**src/rtl/iomem_arbiter.sv**
```systemverilog
module iomem_arbiter #(
  parameter int unsigned TIMEOUT_CYCLES = 256,
  parameter logic [31:0] TIMEOUT_RDATA  = 32'hDEAD_BEEF
) (
  input  logic        clk,
  input  logic        resetn,
  input  logic        m0_valid,
  output logic        m0_ready,
  input  logic [3:0]  m0_wstrb,
  input  logic [31:0] m0_addr,
  input  logic [31:0] m0_wdata,
  output logic [31:0] m0_rdata,
  input  logic        m1_valid,
  output logic        m1_ready,
  input  logic [3:0]  m1_wstrb,
  input  logic [31:0] m1_addr,
  input  logic [31:0] m1_wdata,
  output logic [31:0] m1_rdata,
  output logic        s_valid,
  input  logic        s_ready,
  output logic [3:0]  s_wstrb,
  output logic [31:0] s_addr,
  output logic [31:0] s_wdata,
  input  logic [31:0] s_rdata,
  output logic [1:0]  grant,
  output logic        timeout_err
);

  typedef enum logic {IDLE, BUSY} state_t;

  state_t      state, state_nxt;
  logic        owner, owner_nxt;
  logic        last_owner, last_nxt;
  logic        own_valid;
  logic        expire;
  logic        done;
  logic [31:0] resp_rdata;

  always_ff @(posedge clk) begin
    if (!resetn) begin
      state      <= IDLE;
      owner      <= 1'b0;
      last_owner <= 1'b1;
    end else begin
      state      <= state_nxt;
      owner      <= owner_nxt;
      last_owner <= last_nxt;
    end
  end

  assign own_valid = owner ? m1_valid : m0_valid;

`ifdef IOMEM_ARB_TIMEOUT_EN
  localparam logic [15:0] CNT_LAST = 16'(TIMEOUT_CYCLES - 1);
  logic [15:0] cnt;

  always_ff @(posedge clk) begin
    if (!resetn)            cnt <= '0;
    else if (state == IDLE) cnt <= '0;
    else if (!s_ready)      cnt <= cnt + 16'd1;
  end

  assign expire     = (state == BUSY) && own_valid && !s_ready && (cnt == CNT_LAST);
  assign resp_rdata = expire ? TIMEOUT_RDATA : s_rdata;
`else
  assign expire     = 1'b0;
  assign resp_rdata = s_rdata;
`endif

  assign timeout_err = expire;
  assign done        = s_ready | expire;

  always_comb begin
    state_nxt = state;
    owner_nxt = owner;
    last_nxt  = last_owner;
    grant     = 2'b00;
    s_valid   = 1'b0;
    s_wstrb   = '0;
    s_addr    = '0;
    s_wdata   = '0;
    m0_ready  = 1'b0;
    m0_rdata  = '0;
    m1_ready  = 1'b0;
    m1_rdata  = '0;
    case (state)
      IDLE: begin
        if (m0_valid || m1_valid) begin
          state_nxt = BUSY;
          if (m0_valid && m1_valid) owner_nxt = ~last_owner;
          else                      owner_nxt = m1_valid;
        end
      end
      BUSY: begin
        grant   = owner ? 2'b10 : 2'b01;
        s_valid = own_valid & ~expire;
        s_wstrb = owner ? m1_wstrb : m0_wstrb;
        s_addr  = owner ? m1_addr  : m0_addr;
        s_wdata = owner ? m1_wdata : m0_wdata;
        if (owner) begin
          m1_ready = done;
          m1_rdata = resp_rdata;
        end else begin
          m0_ready = done;
          m0_rdata = resp_rdata;
        end
        if (done) begin
          state_nxt = IDLE;
          last_nxt  = owner;
        end else if (!own_valid) begin
          state_nxt = IDLE;
        end
      end
      default: state_nxt = IDLE;
    endcase
  end

endmodule

```
**config.mk**
```make
export PLATFORM = sky130hd
export DESIGN_NAME = iomem_arbiter
export DESIGN_NICKNAME = d
export VERILOG_FILES = /design/src/rtl/iomem_arbiter.sv
export SDC_FILE = /design/constraint.sdc
export NUM_CORES = 1
export LEC_CHECK = 0
export CORE_AREA = 2 2 120 122
export DETAILED_ROUTE_END_ITERATION = 8
export DIE_AREA = 0 0 122 124
export HOLD_SLACK_MARGIN = 0.12
export SLEW_MARGIN = 20
export SYNTH_ARGS = -nofsm -noshare
export SYNTH_HDL_FRONTEND = slang
export SYNTH_SLANG_ARGS = --single-unit
```
**constraint.sdc**
```tcl
create_clock -name clk -period 1.55 [get_ports clk]
set_input_delay 0.2325 -clock clk [delete_from_list [all_inputs] [get_ports clk]]
set_output_delay 0.2325 -clock clk [all_outputs]
set_load 0.03 [all_outputs]
```
* Word level (Yosys, flattened, before mapping)
Index checks and enable logic that the tools add are counted.
** Word-level totals
- Bits in writable memories :: 0
- Input port bits :: 173
- Register bits after elaboration :: 3
- Logic and storage cells :: 32
- Memories :: 0
- Output and inout bits :: 138
- Bits in latches :: 0
- Bits in read-only memories :: 0
** Cells by class
- Add/subtract/negate cells :: 0
- Shift-type cells :: 0
- Divide/modulo/power cells :: 0
- $mul :: 0
- Multiplexer cells :: 23
- Bitwise gates (word level) :: 2
- Magnitude comparators :: 0
- Reduce and logical (&&, ||, !) cells :: 4
- Eq/ne operators :: 0
** Operators by type and width (count)
- two-way mux 32 bit :: 8
- two-way mux 1 bit :: 10
- two-way mux 4 bit :: 2
- two-way mux 2 bit :: 2
- AND reduction 2 bit :: 2
- inverter 1 bit :: 2
- one-hot mux 1 bit (2 select lines) :: 1
- logical AND 1 bit :: 1
- logical OR 1 bit :: 1

* Logic depth before layout (Yosys ltp)
- Depth after elaboration :: 4
- Depth in mapped cells :: 5
- Mapped depth without buffers :: 3

* Least setup slack after synthesis
OpenSTA, ideal clock, no wires.
- Kind :: reg2out
- Start :: reg state
- End :: out s_addr[10]
- Data arrival time :: 1268 ps
- Required time :: 1317 ps
- Setup slack :: 50 ps
- Path buffers :: 3
- Cell stages (with the launch flop) :: 5
- Cells stage by stage :: dfxtp_1 > buf_4 > buf_2 > clkbuf_1 > nor2b_1
** Between the ends
- Longest elaborated chain between the ends :: 1
** Ends and longest elaborated chain
- from (decl) :: line 31 : state_t state, state_nxt;
- from (signal assigned) :: line 45 : state <= state_nxt;
- two-way mux 32 bit :: line 86 : case (state)
- to (decl) :: line 22 : output logic [31:0] s_addr,
Every way passes these cells.

* Worst setup path after layout
- Start :: reg owner
- End :: out s_addr[21]
** Between the ends
- Longest elaborated chain between the ends :: 2
** Ends and longest elaborated chain
- from (decl) :: line 32 : logic owner, owner_nxt;
- from (signal assigned) :: line 46 : owner <= owner_nxt;
- two-way mux 32 bit :: line 98 : s_addr = owner ? m1_addr : m0_addr;
- two-way mux 32 bit :: line 86
Every way passes these cells.

==> metrics.txt <==
# TYPE chip_impl_metric gauge
chip_impl_metric{name="achievable-frequency",unit="MHz"} 615
chip_impl_metric{name="static-leakage-power",unit="uW"} 0.00237
chip_impl_metric{name="setup_tns",unit="ns"} -3.28
chip_impl_metric{name="clk_transition_reported_paths",unit="ns"} 0.03
chip_impl_metric{name="global_route_wire_length_before_repair",unit="um"} 15000
chip_impl_metric{name="maxCapViolCount",unit=""} 0
chip_impl_metric{name="antenna_violating_nets_post_route",unit=""} 0
chip_impl_metric{name="place.detailed.hpwl",unit="um"} 8250
chip_impl_metric{name="maximum_fanout_along_the_worst_path",unit=""} 14
chip_impl_info{name="launch_point_of_the_worst_reg_to_reg_path",value="owner$_SDFFE_PN0P_"} 1
chip_impl_metric{name="mappedNetlistArea",unit="mm^2"} 0.00185
chip_impl_info{name="ys.flop_type",value="sky130_fd_sc_hd__dfxtp_1"} 1
chip_impl_info{name="endpoint_kind_of_the_worst_setup_timing_path",value="output port"} 1
chip_impl_info{name="startpoint_type",value="flip-flop"} 1
chip_impl_metric{name="grt_max_degree",unit=""} 74
chip_impl_metric{name="synthArstFlopShare",unit="%"} 0
chip_impl_metric{name="area.growth.synth_to_final",unit="%"} 193
chip_impl_metric{name="cts_max_path_buffers",unit=""} 2
chip_impl_metric{name="floorplan.die.height",unit="um"} 124
chip_impl_metric{name="finalMaxSlewViolations",unit=""} 0
chip_impl_metric{name="cts.htree.levels",unit=""} 1
chip_impl_metric{name="setup-violations-final",unit=""} 93
chip_impl_info{name="post_synth_main_area_contributors",value="sky130_fd_sc_hd__mux2i_1 37%, sky130_fd_sc_hd__nor2b_1 23%, sky130_fd_sc_hd__and2_1 12%"} 1
chip_impl_info{name="run_status",value="finished with violations"} 1
chip_impl_metric{name="finalCritPeriodShare",unit="%"} 105
chip_impl_metric{name="insertion_delay",unit="ns"} 0.22
chip_impl_metric{name="wirelength",unit="um"} 10900
chip_impl_metric{name="postLayoutSetupSlackWorst",unit="ns"} -0.0755
chip_impl_metric{name="report.final.hold_viol_count",unit=""} 0
chip_impl_metric{name="floorplan.die_area",unit="mm^2"} 0.0151
chip_impl_metric{name="worst_ir_drop_vdd",unit="mV"} 0.218
chip_impl_info{name="rsz_0062_raised_after_global_routing",value="yes"} 1
chip_impl_metric{name="antenna_found_initial",unit=""} 0
chip_impl_metric{name="first_iter_violations",unit=""} 59
chip_impl_info{name="yosys.cell_count.top_type",value="sky130_fd_sc_hd__mux2i_1"} 1
chip_impl_info{name="worst_path_max_delay_cell",value="sky130_fd_sc_hd__dfxtp_4"} 1
chip_impl_metric{name="grt_remaining_overflow",unit=""} 0
chip_impl_info{name="synthTopCellsByCount",value="69 x sky130_fd_sc_hd__mux2i_1, 68 x sky130_fd_sc_hd__nor2b_1, 35 x sky130_fd_sc_hd__and2_1"} 1
chip_impl_metric{name="floorplan.initialDensity",unit="%"} 13.5
chip_impl_info{name="violations",value="setup timing"} 1
chip_impl_metric{name="ys_types",unit=""} 22
chip_impl_info{name="timing_worst_setup_path_type",value="flip-flop to output port"} 1
chip_impl_metric{name="holdBufCountCts",unit=""} 0
chip_impl_metric{name="synth-seq-area-share",unit="%"} 3.25
chip_impl_metric{name="grtUsageTotal",unit="%"} 12.4
chip_impl_metric{name="cts-buffers-inserted",unit=""} 3
chip_impl_metric{name="postLayoutCoreUtil",unit="%"} 39.5
chip_impl_info{name="holdCritStartpoint",value="last_owner$_SDFFE_PN1P_"} 1
chip_impl_metric{name="drt_pre_antenna_iters",unit=""} 4
chip_impl_metric{name="crit_arrival",unit="ns"} 1.39
chip_impl_info{name="clock-root-buffer",value="sky130_fd_sc_hd__clkbuf_16"} 1
chip_impl_metric{name="io-pin-count",unit=""} 311
chip_impl_metric{name="nNetsFinal",unit=""} 731
chip_impl_metric{name="gpl.final_weighted_congestion",unit=""} 0.791
chip_impl_metric{name="dp_worst_setup_slack",unit="ns"} 0.0810
chip_impl_metric{name="finish.instance_area",unit="mm^2"} 0.00541
chip_impl_metric{name="ys.warnings.count",unit=""} 0
chip_impl_metric{name="horizontal_extent_of_the_die",unit="um"} 122
chip_impl_metric{name="p_per_area",unit="mW/mm^2"} 445
chip_impl_metric{name="finalPower",unit="uW"} 2410
chip_impl_metric{name="route.detailed.wl_per_inst",unit="um"} 14.7
chip_impl_info{name="path_cells",value="buf_12 -> buf_16 -> mux2i_1 -> nor2b_1 -> buf_4"} 1
chip_impl_metric{name="vias_per_cell",unit=""} 3.97
chip_impl_metric{name="layout_min_cycle_time",unit="ns"} 1.63
chip_impl_metric{name="required",unit="ns"} 1.32
chip_impl_metric{name="core_region_area",unit="mm^2"} 0.0137
chip_impl_metric{name="finClkSkew",unit="ns"} 0.00238
chip_impl_info{name="clock_tree_from_tritoncts",value="built"} 1
chip_impl_metric{name="numClockSinks",unit=""} 3
chip_impl_metric{name="post_dp_cell_area",unit="mm^2"} 0.00481
chip_impl_metric{name="worst_path_largest_cell_delay",unit="ns"} 0.40
chip_impl_metric{name="synth_cells",unit=""} 248
chip_impl_metric{name="num-fill-cells",unit=""} 1343
chip_impl_info{name="worst_hold_path_type",value="flip-flop to flip-flop"} 1
chip_impl_metric{name="multi_input_area",unit="mm^2"} 0.00169
chip_impl_metric{name="antenna_diode_instance_count",unit=""} 0
chip_impl_metric{name="synth_top_area_share",unit="%"} 37.4
chip_impl_metric{name="vias",unit=""} 2924
chip_impl_metric{name="number_of_register_bits_inferred_by_synthesis",unit=""} 3
chip_impl_metric{name="synthesis.nets",unit=""} 421
chip_impl_metric{name="detail_route.drc_violations",unit=""} 0
chip_impl_info{name="synthDominantAreaCellType",value="sky130_fd_sc_hd__mux2i_1"} 1
chip_impl_metric{name="final-seq-area",unit="um^2"} 65.1
chip_impl_metric{name="synth_area_per_cell",unit="um^2"} 7.45
chip_impl_metric{name="fraction_of_final_layout_cells_sized_beyond_drive_strength_1",unit="%"} 33.4
chip_impl_metric{name="io_buffers",unit=""} 309
chip_impl_metric{name="num_rows",unit=""} 43
chip_impl_info{name="crit_path_start",value="owner$_SDFFE_PN0P_"} 1
chip_impl_metric{name="vias_in_the_first_global_route",unit=""} 2943
chip_impl_metric{name="synth_enable_flop_cells",unit=""} 0
## layer usage
metal / vias to the layer above / global-route usage (%) / wire length, um
li1: 1451 / - / -
met1: 1302 / 13.0 / 3690
met2: 165 / 24.1 / 5870
met3: 6 / 3.48 / 1210
met4: 0 / 3.02 / 94
met5: - / 0 / 0
## path summary, 6_finish.rpt
path,cells past startpoint,slack (ns),endpoint
worst max-delay path,5,-0.08,s_addr[21]
worst min-delay path,2,0.56,last_owner$_SDFFE_PN1P_
worst max register to register,5,0.28,state$_SDFF_PN0_
worst min register to register,2,0.56,last_owner$_SDFFE_PN1P_
## critical path: cells and delay by family (launching register included)
kind / cells / cell delay (ns)
AND/OR/NAND/NOR: 1 / 0.07
flip-flops: 1 / 0.40
buffers and inverters: 3 / 0.49
multiplexers: 1 / 0.20
## state kept, by name, indices dropped and copies added (netlist names)
register,cells
last_owner,1
state,1
owner,1
## metrics by stage
step / instances / hold slack [ns]
finish: 737 / 0.563
global route: 737 / 0.598
CTS: 728 / 0.560
detailed placement: 718 / 0.561
global placement: 718 / 0.553
floorplan: 248 / 0.309
## kinds of logic (layout without fill, tap and decap cells)
logic type / count (synthesis) / after routing / synth area share (%)
flops: 3 / 3 / 3.25
simple gates: 141 / 141 / 48.0
other cells: 1 / 1 / 0.203
buf+inv: 29 / 338 / 9.61
mux: 69 / 69 / 37.4
compound gates: 5 / 5 / 1.56
## power breakdown
part / leakage [uW] / total, uW / internal (uW) / switching, uW
Combinational: 0.00231 / 1900 / 1030 / 874
Clock: 0.0000382 / 408 / 339 / 69.1
Sequential: 0.0000257 / 95.0 / 84.2 / 10.8
## placed cells by master, fill, tap and decap left out, types with 6 or more instances in the layout
master / synthesis / final
sky130_fd_sc_hd__and2_1: 35 / 30
sky130_fd_sc_hd__and3_1: 33 / 25
sky130_fd_sc_hd__and3_4: 0 / 8
sky130_fd_sc_hd__buf_12: 0 / 9
sky130_fd_sc_hd__buf_4: 5 / 96
sky130_fd_sc_hd__buf_6: 4 / 49
sky130_fd_sc_hd__clkdlybuf4s50_1: 0 / 172
sky130_fd_sc_hd__mux2i_1: 69 / 63
sky130_fd_sc_hd__mux2i_2: 0 / 6
sky130_fd_sc_hd__nor2b_1: 68 / 68
## cell type report
class,count,area share (%)
multi-input cells,216,31.1
clock buffers,4,1.46
flip-flops and latches,3,1.20
inverters,1,0.0693
well taps,180,4.16
repair buffers,333,62.0
## repair_timing
| item | CTS | global route |
|---|---|---|
| pin swaps | 1 | 1 |
| gates cloned | 2 | 3 |
| buffers inserted | 4 | 6 |
| setup endpoints to repair | 47 | 110 |
| resized for setup | 43 | 35 |
(Power assumes the default switching activity.)
